--- config.mk ---
export PLATFORM = sky130hd
export DESIGN_NAME = clk_div_multi
export DESIGN_NICKNAME = d
export VERILOG_FILES = /design/src/rtl/clk_div_multi.sv
export SDC_FILE = /design/constraint.sdc
export NUM_CORES = 1
export LEC_CHECK = 0
export CAP_MARGIN = 20
export CORE_MARGIN = 2
export CORE_UTILIZATION = 50
export CTS_CLUSTER_DIAMETER = 30
export DETAILED_ROUTE_END_ITERATION = 8
export DONT_BUFFER_PORTS = 1
export PLACE_DENSITY = 0.69
export SLEW_MARGIN = 20
export SYNTH_ARGS = -nofsm -noshare
export SYNTH_HDL_FRONTEND = slang
export SYNTH_SLANG_ARGS = --single-unit
--- constraint.sdc ---
create_clock -name clk100MHz -period 9 [get_ports clk100MHz]
set_clock_uncertainty 0.1 [all_clocks]
set_input_delay 2.7 -clock clk100MHz [delete_from_list [all_inputs] [get_ports clk100MHz]]
set_output_delay 2.7 -clock clk100MHz [all_outputs]
set_load 0.03 [all_outputs]
--- src/rtl/clk_div_multi.sv ---
// Multi-channel programmable clock divider: per-channel tick strobe and divided level output.
// Divisor/mode writes go through a shadow register so a running period is never truncated or stretched.
module clk_div_multi #(
    parameter int unsigned NUM_CH  = 4,
    parameter int unsigned CNT_W   = 20,
    parameter int unsigned DEF_DIV = 100000,
    parameter int unsigned CH_W    = 2
) (
    input  logic              clk100MHz,
    input  logic              rst,
    input  logic              cfg_valid,
    input  logic [CH_W-1:0]   cfg_ch,
    input  logic [CNT_W-1:0]  cfg_div,
    input  logic              cfg_mode,
    output logic              cfg_ready,
    input  logic [NUM_CH-1:0] ch_en,
    input  logic              sync_restart,
    output logic [NUM_CH-1:0] tick,
    output logic [NUM_CH-1:0] clk_out
);

    localparam logic [CNT_W-1:0] DIV_RST = CNT_W'(DEF_DIV);
    localparam logic [CNT_W-1:0] DIV_ONE = CNT_W'(1);

    logic [NUM_CH-1:0] pending;
    logic [NUM_CH-1:0] ch_sel;
    logic [NUM_CH-1:0] wr;

    // Channel decode; an out-of-range cfg_ch selects nothing, so it is always ready and discarded.
    always_comb begin
        ch_sel = '0;
        for (int i = 0; i < NUM_CH; i++) begin
            ch_sel[i] = (cfg_ch == CH_W'(i));
        end
    end

    assign cfg_ready = ~|(ch_sel & pending);
    assign wr        = ch_sel & {NUM_CH{cfg_valid & cfg_ready}};

    for (genvar g = 0; g < NUM_CH; g++) begin : g_ch
        logic [CNT_W-1:0] cnt, cnt_nxt;
        logic [CNT_W-1:0] div, div_nxt;
        logic [CNT_W-1:0] shd_div, shd_div_nxt;
        logic             mode, mode_nxt;
        logic             shd_mode, shd_mode_nxt;
        logic             pend, pend_nxt;
        logic             tick_q, tick_nxt;
        logic             clk_q, clk_nxt;
        logic             wrap;

        assign wrap = (cnt == div - DIV_ONE);

        // Next-state: restart/disable park the channel; otherwise count and wrap on terminal count.
        always_comb begin
            cnt_nxt      = cnt;
            div_nxt      = div;
            mode_nxt     = mode;
            shd_div_nxt  = shd_div;
            shd_mode_nxt = shd_mode;
            pend_nxt     = pend;
            tick_nxt     = 1'b0;
            clk_nxt      = clk_q;

            if (sync_restart || !ch_en[g]) begin
                cnt_nxt = '0;
                clk_nxt = 1'b0;
                if (pend) begin
                    div_nxt  = shd_div;
                    mode_nxt = shd_mode;
                    pend_nxt = 1'b0;
                end
            end else if (wrap) begin
                cnt_nxt  = '0;
                tick_nxt = 1'b1;
                if (pend) begin
                    div_nxt  = shd_div;
                    mode_nxt = shd_mode;
                    pend_nxt = 1'b0;
                end
                // The boundary cycle already belongs to the new period, so use the new settings.
                clk_nxt = mode_nxt ? (div_nxt > DIV_ONE) : ~clk_q;
            end else begin
                cnt_nxt = cnt + DIV_ONE;
                if (mode) begin
                    clk_nxt = clk_q && (cnt_nxt < (div >> 1));
                end
            end

            // Writes are only accepted while not pending, so they never collide with an apply.
            if (wr[g]) begin
                shd_div_nxt  = (cfg_div == '0) ? DIV_ONE : cfg_div;
                shd_mode_nxt = cfg_mode;
                pend_nxt     = 1'b1;
            end
        end

        always_ff @(posedge clk100MHz) begin
            if (rst) begin
                cnt      <= '0;
                div      <= DIV_RST;
                mode     <= 1'b0;
                shd_div  <= DIV_RST;
                shd_mode <= 1'b0;
                pend     <= 1'b0;
                tick_q   <= 1'b0;
                clk_q    <= 1'b0;
            end else begin
                cnt      <= cnt_nxt;
                div      <= div_nxt;
                mode     <= mode_nxt;
                shd_div  <= shd_div_nxt;
                shd_mode <= shd_mode_nxt;
                pend     <= pend_nxt;
                tick_q   <= tick_nxt;
                clk_q    <= clk_nxt;
            end
        end

        assign pending[g] = pend;
        assign tick[g]    = tick_q;
        assign clk_out[g] = clk_q;
    end

endmodule

# Word level (Yosys, flattened, before mapping)
# Cells that the tools add are included.
# Widths: inputs -> output; s select.
[totals]
in_bits = 31
ff_bits = 260
elab_cells = 167
[op_classes]
n_eq_ne = 7
reduce_logical = 36
add_sub_neg = 8
n_mux = 69
magnitude_cmp = 8
bitwise = 7
[ops]
columns = ["cell", "n"]
rows = [
  ["$mux 20", 21],
  ["$add 20x1->20 const B", 4],
  ["$eq 20x20->1", 4],
  ["$gt 20x1->1 const B", 4],
  ["$lt 20x19->1", 4],
  ["$sub 20x1->20 const B", 4],
  ["$mux 1", 48],
  ["$logic_not 20->1", 1],
  ["$reduce_bool 2->1", 8],
  ["$reduce_bool 3->1", 4],
  ["$reduce_or 3->1", 4],
  ["$and 4x4->4", 2],
  ["$reduce_or 2->1", 4],
  ["$logic_not 1->1", 5],
  ["$eq 2x2->1 const B", 2],
  ["$logic_and 1x1->1", 4],
  ["$logic_or 1x1->1", 4],
  ["$not 1->1", 4],
  ["$reduce_or 4->1", 1],
  ["$eq 2x1->1 const B", 1],
  ["$logic_not 2->1", 1],
  ["$and 1x1->1", 1],
]

# Longest topological paths before layout
[logic_depth]
ltp_word = 7
depth_mapped = 16
ltp_nobuf = 15

# Worst setup path after synthesis
# No wires, ideal clock.
[synth_path]
kind = "input to output"
startpoint = "in cfg_ch[1]"
endpoint = "out cfg_ready"
path_slack_ps = 2759
stages = 3
arrival_ps = 3441
required_ps = 6200
path_cell_list = "clkbuf_1 mux4_2 inv_1"
[synth_via]
elab_chain_len = 4
word_cells_on_any_way = 7
[synth_lines]
columns = ["element", "line", "rtl"]
rows = [
  ["start: declaration", "12", "input logic [CH_W-1:0] cfg_ch,"],
  ["$eq 2x1->1, or another cell as far along", "33", "ch_sel[i] = (cfg_ch == CH_W'(i));"],
  ["$and 4x4->4 *", "37", "assign cfg_ready = ~|(ch_sel & pending);"],
  ["$reduce_or 4->1 *", "37", ""],
  ["$logic_not 1->1 *", "37", ""],
  ["end: declaration", "15", "output logic cfg_ready,"],
]
# Every way passes the cells marked *; elsewhere a longest branch is shown, timed or not.

# Final worst setup path
[layout_path]
startpoint = "in cfg_ch[0]"
endpoint = "out cfg_ready"
# Same word-level chain as after synthesis.

==> run summary <==
multi-input logic area: 0.00908 sq mm
CTS Buf Count: 53
final slew viol count: 0
fill cell count: 2614
Cells after Synth: 1858
sequential power share: 36.4%
clk_lat worst skew: 570 ps
Layout area overhead: 13.0%
WL/cell: 17.0 um
Sw Share: 23.9%
DRC Markers: 0
largest stage delay on the critical path: 460 ps
count of different cell masters after synthesis: 83
Final nets: 1928
initial antenna violation count: 1
worst slew margin relative to its limit: 38.8%
Pleak: 0.00677 uW
FMAX: 162 MHz
via count of the first global-routing pass: 12400
Synth Register Bits: 260
input/output buffers: 0
Die Span Y: 178 um
setup TNS: 0 ps
first-pass GRT wire length: 62.8 mm
sequential fraction of the synthesis area: 34.4%
Worst Path Arrival: 3380 ps
CP Cell Sequence: mux4_2 > inv_1
run status: complete, no violations
Main synth FF type: dfxtp_1
Top delay family on crit path: multiplexers
Vias/cell: 5.74
unrepaired setup endpoints after global routing: false
Comb power frac: 2.9%
NetSw: 787 uW
critical path's slowest cell: mux4_2
Setup Fix Bufs, Post-CTS: 0
Slew @ Worst Pin: 916 ps
number of synthesized flops with an enable pin: 0
Worst VDD drop: 0.137 mV
total track usage: 24.2%
register area: 0.00520 sq mm
pwr dens: 192 mW/mm^2
CTS tree: done
maximum clock path buffer count: 3
largest net degree at the start of global routing: 128
Final Hold Fails: 0
Final Hold Slack: 374 ps
Post-CTS Hold Fix Bufs: 0
GRT overflow: 0
num rows: 63
Core ar.: 0.0297 sq mm
syn_nets: 1969
Clk pwr share: 60.7%
via count: 12900
antenna cell count: 0
Die Width: 178 um
crit start category: primary input
crit path max fanout: 4
DP HPWL: 27.3 mm
WS Path Type: primary input to primary output
Worst setup EP type: primary output
Bufs and invs on worst path: 1
Resized cells post-CTS: 0
Ys Warns: 0
Commonest cells post-synth: nand2_1 (269), dfxtp_1 (260), nor2_1 (138)
number of max-cap violations: 0
setup violators final: 0
first drt pass iteration count: 7
initial DRC count: 913
min-delay worst type: register to register
min Tclk post-route: 6180 ps
initial core utilization: 51.0%
area leader, netlist: dfxtp_1
Avg Inst Size Synth: 8.15 sq um
share of cells above drive strength 1: 7.90%
# clock sinks: 260
top-count cell post-synth: nand2_1
Reg clk slew, reported paths: 50 ps
root buf cell: clkbuf_16
die area: 0.0317 sq mm
Tcrit/Tclk final: 68.7%
cell area after synthesis: 0.0151 sq mm
I/O pin count: 40
Routed Antenna Nets: 0
Routed Wire Length: 38.4 mm
post-synth top area share: 34.4%
worst path required time: 6200 ps
Power Internal: 2510 uW
CTS H-Tree Depth: 2
GPL Wtd Cong: 0.913
Async SR Flop Fraction: 0%
top cells by area, synth: dfxtp_1 (34%), nand2_1 (6.7%), ha_1 (6.6%)
power groups by stage:
stage / logic, uW / clock network [uW] / registers, uW
after CTS: 96.7 / 2030 / 1200
after floorplan: 90.5 / 0 / 1210
after global placement: 93.5 / 0 / 1220
after global routing: 109 / 2090 / 1200
after detailed placement: 95.9 / 0 / 1220
final: 97.0 / 2000 / 1200
per-layer routing:
metal	track usage, %	vias to the layer above	part of all wire (%)
met3	4.41	96	5.4
met5	0	-	0
met4	9.36	0	3.4
li1	-	6397	-
met1	32.3	6115	46
met2	38.7	315	45
registers in the layout (all words and copies together), names as in the netlist:
name / flops
g_ch.cnt: 80
g_ch.div: 80
g_ch.tick_q: 4
g_ch.mode: 4
g_ch.clk_q: 4
g_ch.shd_div: 80
g_ch.shd_mode: 4
g_ch.pend: 4
metrics by stage:
step	instances	util (%)	power (uW)	setup WS [ps]	instance area, sq um
after floorplan	1858	-	1300	2760	15100
after global placement	2152	51.3	1310	2790	15300
after detailed placement	2152	51.3	1320	2810	15300
after CTS	2251	57.6	3320	2820	17100
after global routing	2251	57.6	3400	2810	17100
final	2251	57.6	3290	2820	17100
worst paths after layout:
| path | start | to | slack (ps) | cells after the start |
|---|---|---|---|---|
| min reg2reg | g_ch[2].shd_div[4] | g_ch[2].shd_div[4] | 370 | 2 |
| max | cfg_ch[0] | cfg_ready | 2820 | 2 |
| max reg2reg | g_ch[3].div[0] | g_ch[3].cnt[19] | 5070 | 10 |
| min | g_ch[2].shd_div[4] | g_ch[2].shd_div[4] | 370 | 2 |
cell families (layout without fill, tap and decap cells):
kind of cell             count (synthesis)  in the layout  synth area share [%]
AO/OA/AOI/OAI                          268            268                  11.7
XOR/XNOR                               173            173                  10.1
adder cells (fa/ha/maj)                 80             80                  6.61
buffers and inverters                  214            217                  6.05
flip-flops                             260            260                  34.4
multiplexers                            77             77                  5.18
AND/OR/NAND/NOR                        786            786                  25.9
final cells by class:
cell class	instances	area share, %
Clock buffer	58	8.21
Clock inverter	41	2.66
Inverter	106	2.32
Tap cell	390	2.85
Sequential cell	260	30.4
Multi-Input combinational cell	1384	53.0
Timing Repair Buffer	12	0.526
cells in the final DEF, fill, tap and decap left out, types with 6 or more instances in the layout:
cell        netlist  routed
nor3_1           38      36
mux2i_1          75      75
and3_1           42      42
nor2_1          138     138
a31oi_1          12      12
nand2b_1         11      11
or4_1            11      11
dfxtp_1         260     260
nor2b_1          57      57
nor4_1           40      40
o211ai_1         33      33
inv_1           105     105
a21o_1           14      14
inv_6             0      13
xnor2_1         101     101
a211oi_1         17      17
buf_4            12      12
nor4b_1           6       6
nand2_1         269     269
nand4_1          38      38
clkinvlp_4        0       7
clkinv_4          0      11
and4_1            8       8
o21ai_0          32      31
a21oi_1          93      93
nand3_1          78      78
clkbuf_16         0      54
or3_1             9       9
xor2_1           71      71
ha_1             80      80
(Power assumes the default switching activity.)
